$ cat src/rtl/caseg_to_bit.sv
// caseg_to_bit
//   Recovers the digit codes shown on a multiplexed 8-digit, common-anode
//   7-segment display by watching its select and segment lines. A digit is
//   captured once sel/seg have been stable for STABLE_CYC cycles. A full
//   frame is published once all eight digits have been captured.
//
// Ports
//   sclk         clock, rising edge
//   nrst         asynchronous active-low reset
//   sel[7:0]     digit select, active-low one-cold (bit 7 = leftmost digit)
//   seg[7:0]     segments, active-low, DP,G,F,E,D,C,B,A (bit 7..0)
//   bit_7..bit_0 decoded 4-bit codes of the last complete frame
//                (0-9 digits, 10 blank, 11 dash, 12 'A', 13 'P', 15 unknown)
//   dp_en[7:0]   decimal point lit per digit in the last complete frame
//   frame_valid  one-cycle pulse when bit_*/dp_en/frame_err update
//   frame_err    some digit of the last complete frame decoded to 15
//   stale        no capture for TIMEOUT cycles; cleared by the next frame
module caseg_to_bit #(
    parameter int unsigned STABLE_CYC = 16,
    parameter int unsigned TIMEOUT    = 2_000_000
) (
    input  logic       sclk,
    input  logic       nrst,
    input  logic [7:0] sel,
    input  logic [7:0] seg,
    output logic [3:0] bit_7,
    output logic [3:0] bit_6,
    output logic [3:0] bit_5,
    output logic [3:0] bit_4,
    output logic [3:0] bit_3,
    output logic [3:0] bit_2,
    output logic [3:0] bit_1,
    output logic [3:0] bit_0,
    output logic [7:0] dp_en,
    output logic       frame_valid,
    output logic       frame_err,
    output logic       stale
);

    localparam logic [7:0]  STABLE_MAX = 8'(STABLE_CYC);
    localparam logic [23:0] TO_MAX     = 24'(TIMEOUT);

    // Input registers and previous-cycle copy used for change detection
    logic [7:0]  sel_q, sel_d;
    logic [7:0]  seg_q, seg_d;
    logic [15:0] prev_q, prev_d;

    logic [7:0]  stab_q, stab_d;
    logic [23:0] to_q, to_d;
    logic [7:0]  seen_q, seen_d;

    // Shadow frame, 4 bits per digit packed with digit 0 in the LSBs
    logic [31:0] sh_code_q, sh_code_d;
    logic [7:0]  sh_dp_q, sh_dp_d;

    logic [31:0] code_q, code_d;
    logic [7:0]  dp_en_q, dp_en_d;
    logic        frame_valid_q, frame_valid_d;
    logic        frame_err_q, frame_err_d;
    logic        stale_q, stale_d;

    logic [7:0]  sel_n;
    logic        sel_ok;
    logic [2:0]  dig_idx;
    logic [3:0]  dec_code;
    logic        changed;
    logic        capture;
    logic        publish;
    logic        timeout_hit;
    logic        any_bad;

    // Select qualification: exactly one active-low bit
    always_comb begin
        sel_n   = ~sel_q;
        sel_ok  = (sel_n != '0) && ((sel_n & (sel_n - 8'd1)) == '0);
        dig_idx = '0;
        for (int unsigned i = 0; i < 8; i++) begin
            if (sel_n[i]) begin
                dig_idx = 3'(i);
            end
        end
    end

    // Segment decode; DP (bit 7) never takes part in the match
    always_comb begin
        case (seg_q[6:0])
            7'h40:   dec_code = 4'd0;
            7'h79:   dec_code = 4'd1;
            7'h24:   dec_code = 4'd2;
            7'h30:   dec_code = 4'd3;
            7'h19:   dec_code = 4'd4;
            7'h12:   dec_code = 4'd5;
            7'h02:   dec_code = 4'd6;
            7'h78:   dec_code = 4'd7;
            7'h00:   dec_code = 4'd8;
            7'h10:   dec_code = 4'd9;
            7'h7F:   dec_code = 4'd10;
            7'h3F:   dec_code = 4'd11;
            7'h08:   dec_code = 4'd12;
            7'h0C:   dec_code = 4'd13;
            default: dec_code = 4'd15;
        endcase
    end

    always_comb begin
        sel_d  = sel;
        seg_d  = seg;
        prev_d = {sel_q, seg_q};

        changed = ({sel_q, seg_q} != prev_q);
        // Fires only on the STABLE_CYC-1 -> STABLE_CYC step, so once per dwell
        capture = sel_ok && !changed && (stab_q == STABLE_MAX - 8'd1);

        if (!sel_ok || changed) begin
            stab_d = '0;
        end else if (stab_q != STABLE_MAX) begin
            stab_d = stab_q + 8'd1;
        end else begin
            stab_d = stab_q;
        end

        // seen_q reaching all-ones means the previous cycle completed the frame
        publish = (seen_q == 8'hFF);

        if (capture) begin
            to_d = '0;
        end else if (to_q != TO_MAX) begin
            to_d = to_q + 24'd1;
        end else begin
            to_d = to_q;
        end
        timeout_hit = (to_d == TO_MAX);

        seen_d    = seen_q;
        sh_code_d = sh_code_q;
        sh_dp_d   = sh_dp_q;
        if (publish || timeout_hit) begin
            seen_d = '0;
        end
        if (capture) begin
            seen_d[dig_idx]                  = 1'b1;
            sh_code_d[{dig_idx, 2'b00} +: 4] = dec_code;
            sh_dp_d[dig_idx]                 = ~seg_q[7];
        end

        any_bad = 1'b0;
        for (int unsigned i = 0; i < 8; i++) begin
            if (sh_code_q[i*4 +: 4] == 4'd15) begin
                any_bad = 1'b1;
            end
        end

        frame_valid_d = publish;
        code_d        = code_q;
        dp_en_d       = dp_en_q;
        frame_err_d   = frame_err_q;
        if (publish) begin
            code_d      = sh_code_q;
            dp_en_d     = sh_dp_q;
            frame_err_d = any_bad;
        end

        if (publish) begin
            stale_d = 1'b0;
        end else if (timeout_hit) begin
            stale_d = 1'b1;
        end else begin
            stale_d = stale_q;
        end
    end

    always_ff @(posedge sclk or negedge nrst) begin
        if (!nrst) begin
            sel_q         <= '1;
            seg_q         <= '1;
            prev_q        <= '1;
            stab_q        <= '0;
            to_q          <= '0;
            seen_q        <= '0;
            sh_code_q     <= '0;
            sh_dp_q       <= '0;
            code_q        <= '0;
            dp_en_q       <= '0;
            frame_valid_q <= 1'b0;
            frame_err_q   <= 1'b0;
            stale_q       <= 1'b0;
        end else begin
            sel_q         <= sel_d;
            seg_q         <= seg_d;
            prev_q        <= prev_d;
            stab_q        <= stab_d;
            to_q          <= to_d;
            seen_q        <= seen_d;
            sh_code_q     <= sh_code_d;
            sh_dp_q       <= sh_dp_d;
            code_q        <= code_d;
            dp_en_q       <= dp_en_d;
            frame_valid_q <= frame_valid_d;
            frame_err_q   <= frame_err_d;
            stale_q       <= stale_d;
        end
    end

    assign bit_0       = code_q[3:0];
    assign bit_1       = code_q[7:4];
    assign bit_2       = code_q[11:8];
    assign bit_3       = code_q[15:12];
    assign bit_4       = code_q[19:16];
    assign bit_5       = code_q[23:20];
    assign bit_6       = code_q[27:24];
    assign bit_7       = code_q[31:28];
    assign dp_en       = dp_en_q;
    assign frame_valid = frame_valid_q;
    assign frame_err   = frame_err_q;
    assign stale       = stale_q;

endmodule

$ cat config.mk
export PLATFORM = sky130hd
export DESIGN_NAME = caseg_to_bit
export DESIGN_NICKNAME = d
export VERILOG_FILES = /design/src/rtl/caseg_to_bit.sv
export SDC_FILE = /design/constraint.sdc
export NUM_CORES = 1
export LEC_CHECK = 0
export CORE_AREA = 2 2 120 122
export CTS_CLUSTER_SIZE = 30
export DETAILED_ROUTE_END_ITERATION = 12
export DIE_AREA = 0 0 122 124
export GPL_TIMING_DRIVEN = 0
export PLACE_DENSITY = 0.78
export SYNTH_ARGS = -nofsm -noshare
export SYNTH_HDL_FRONTEND = slang
export SYNTH_SLANG_ARGS = --single-unit
$ cat constraint.sdc
create_clock -name sclk -period 2.69 [get_ports sclk]
set_clock_uncertainty 0.1 [all_clocks]
set_input_delay 0.6725 -clock sclk [delete_from_list [all_inputs] [get_ports sclk]]
set_output_delay 0.6725 -clock sclk [all_outputs]
set_load 0.05 [all_outputs]
==> metrics <==
Max Clock Freq around 0.36 GHz; Post-Syn Area 7010 µm²; WL final 17300 µm; gr ovfl total 0; Final setup violation count 28; Async S/R FF share, synth 100%; CP Data Required Time 2910 ps; placed insts approximately 960; antenna-violating nets left 0; power density over the cells 544 nW/µm²; number of max-cap violations 0; FF-to-FF setup slack -110 ps; area growth from synthesis to layout 33.0%; Levels on crit path 10; via count 5798; Die ar. roughly 15000 µm²; worst-path maximum fanout 6; Post-Synth XOR/XNOR Area 5.50%; share of post-route cells with drive strength above 1 25.2%; R2R Path Start sel_q[7]; Post-DP HPWL ~11000 µm; Overall Global Routing Usage ~23%; Mapped Nets about 740; critical path's slowest cell dfstp_2; Mapped Avg Cell Area 9.77 µm²; Pleak between 4 and 5 nW; largest family of logic cells by synthesized area simple AND/OR/NAND/NOR gates; Finished Layout Cells about 1000; clk_lat worst skew 430 ps; setup TNS -1290 ps; # IOs roughly 60; 1st-iter DRT viols approximately 440; Worst VDD drop ~0.0004 V; Core Region around 14000 µm²; Post-Synthesis Cells slightly above 700; CP endpoint kind register; TritonCTS clock tree yes; Post-synth EDFFs 0; Ys Warns 0; Hold Buf Count CTS 0; largest net degree at the start of global routing around 90; fin crit share 104%; worst slew pin tran slightly below 800 ps; first-pass GRT wire length roughly 27000 µm; drt wl/cell around 17 µm; Sink Count approximately 160; Pwr Total 0.00507 W; vias in the first global route 5600; CP Data Arrival Time about 3000 ps; Max Buffers Root-to-Sink 2; Nets 860; initial antenna violation count 0; diode count 0; failing checks negative setup slack; unique cell type count in the Yosys netlist 61; critical-path cell list inv_1 -> and3_1 -> o311ai_4 -> a2111oi_4 -> buf_4 -> buf_4 -> nor2_1 -> nor4b_4 -> buf_4 -> o21ai_1; Crit path largest cell delay 610 ps; Worst path most repeated cell buf_4; Starting Density 51.1%; post-synthesis mux area share 2.32%; max-slew violations 0; RePlAce Congestion around 0.89; CTS root buffer clkbuf_16; Buf/Inv on CP 4; RSZ-0062 raised after global routing true; kind of critical path register to register; fin crit period approximately 2800 ps; die height roughly 120 µm; Rel. slew slack between 40% and 50%; slack of the critical path -113 ps; DRC Markers 0; die width 122 µm; Initial DRT Pass Iterations 5; status finished with violations; ys flop type dfrtp_1; DR vias/cell 5.63; TritonCTS buffer count 17; register area share after synthesis around 56%; Synth Area in Adders under 10%; row count 43; synthesis-stage register bit count around 160; Synth Area in Simple Gates roughly 25%; delay-heaviest family, CP buffers and inverters; I/O Buffers 60; r2r worst-path depth 10; final hold viol count 0; reg-to-reg endpoint seen_q[7]; CTS clock-pin slew for the worst setup and hold paths about 60 ps; startpoint types register; compound-gate portion of the synthesized area under 10%; CTS HTree Levels 4; worst min path class primary input to async pin
-- flip-flops by register name, indices dropped and copies added (netlist names) --
register,count
code_q,32
dp_en,8
frame_err,1
frame_valid,1
prev_q,16
seen_q,8
seg_q,8
sel_q,8
sh_code_q,32
sh_dp_q,8
stab_q,8
stale,1
to_q,24
-- metal layers --
layer	part of all wire [%]	global-route usage (%)	wire [µm]
met1	42	29.1	7340
met2	50	38.5	8670
met3	4.7	5.95	813
met4	2.6	7.83	443
met5	0	0	0
-- how the worst max path moves through the flow --
| stage | endpoint | from |
|---|---|---|
| 6_report | seen_q[7] | sel_q[7] |
| 5_1_grt | sh_code_q[18] | seg_q[5] |
| 2_1_floorplan | sh_code_q[28] | sel_q[3] |
| 3_3_place_gp | stab_q[2] | nrst |
| 3_5_place_dp | sh_code_q[5] | seg_q[3] |
| 4_1_cts | sh_dp_q[5] | seg_q[2] |
-- worst reg2reg max path: stages, from the launching register on --
cell       delay, ps
dfstp_2          610
inv_1            160
and3_1           250
o311ai_4         410
a2111oi_4        130
buf_4            170
buf_4            140
nor2_1           130
nor4b_4          310
buf_4            220
o21ai_1           70
-- cells in the final DEF (no fill, tap or decap), types with 10 or more instances in the layout --
cell type,instances
nand2_2,10
dfstp_2,32
nand3_1,15
clkbuf_16,17
dfrtp_1,120
clkdlybuf4s50_1,59
nor2_1,56
xor2_1,20
nand2_1,166
buf_4,39
buf_6,12
o21ai_0,18
clkbuf_1,11
xnor2_1,22
inv_1,18
o21ai_1,19
nand4_1,30
-- power breakdown --
part	leakage, nW	switching, W	total (W)	internal, W
Combinational	1.80	0.000144	0.000244	0.0000998
Clock	0.279	0.00102	0.00243	0.00141
Sequential	2.04	0.0000274	0.00240	0.00238
-- through the flow --
step	util, %	setup WS (ps)	instance area [µm²]	hold WS [ps]
2_1_floorplan	-	22.0	7040	252
3_3_place_gp	57.3	-4940	7870	257
3_5_place_dp	57.5	-612	7900	260
4_1_cts	64.9	-95.1	8910	235
5_1_grt	68.0	-210	9330	267
6_report	68.0	-113	9330	196
-- cells by family after synthesis --
group                      Yosys count
AOI/OAI and AO/OA                   81
xor gates and xnor gates            44
adders and majority gates            6
buffers and inverters               52
DFF                                155
muxes                               15
and+or+nand+nor                    365
-- cell usage after synthesis (4+ instances only) --
master    instances  area [µm²]
o21ai_0          36         180
nor2b_1           7        43.8
xor2_1           20         175
nor3_1            9        45.0
dfrtp_1         123        3080
ha_1              6        75.1
dfstp_2          32         841
mux2_2           10         113
nor4_1           10        62.6
nand3b_1          5        37.5
nand2_1         176         661
nand4_1          30         188
a21oi_1           9        45.0
or3_1             6        37.5
xnor2_1          24         210
nor2_1           59         221
nand2b_1          7        43.8
and3_1            4        25.0
o21ai_1           8        40.0
nor3b_1           4        30.0
nand3_1          18        90.1
or4_1             6        45.0
clkbuf_1         28         105
inv_1            18        67.6
or2_2             5        31.3
mux2i_1           5        50.1
-- final cells by class --
class	count	area, µm²
buffer	25	178
timing repair buffer	108	1040
multi-input combinational	511	3290
inverter	18	67.6
tap	180	225
clock buffer	18	439
clock inverter	14	160
sequential	155	3920
fill	954	4390
-- repair_timing --
action	4_1_cts	5_1_grt
cloned	1	0
buffers inserted	26	20
pin swaps	31	36
endpoints found under the setup margin	68	77
resized for setup	70	76
Note: power is estimated with default switching activity, not from simulation.
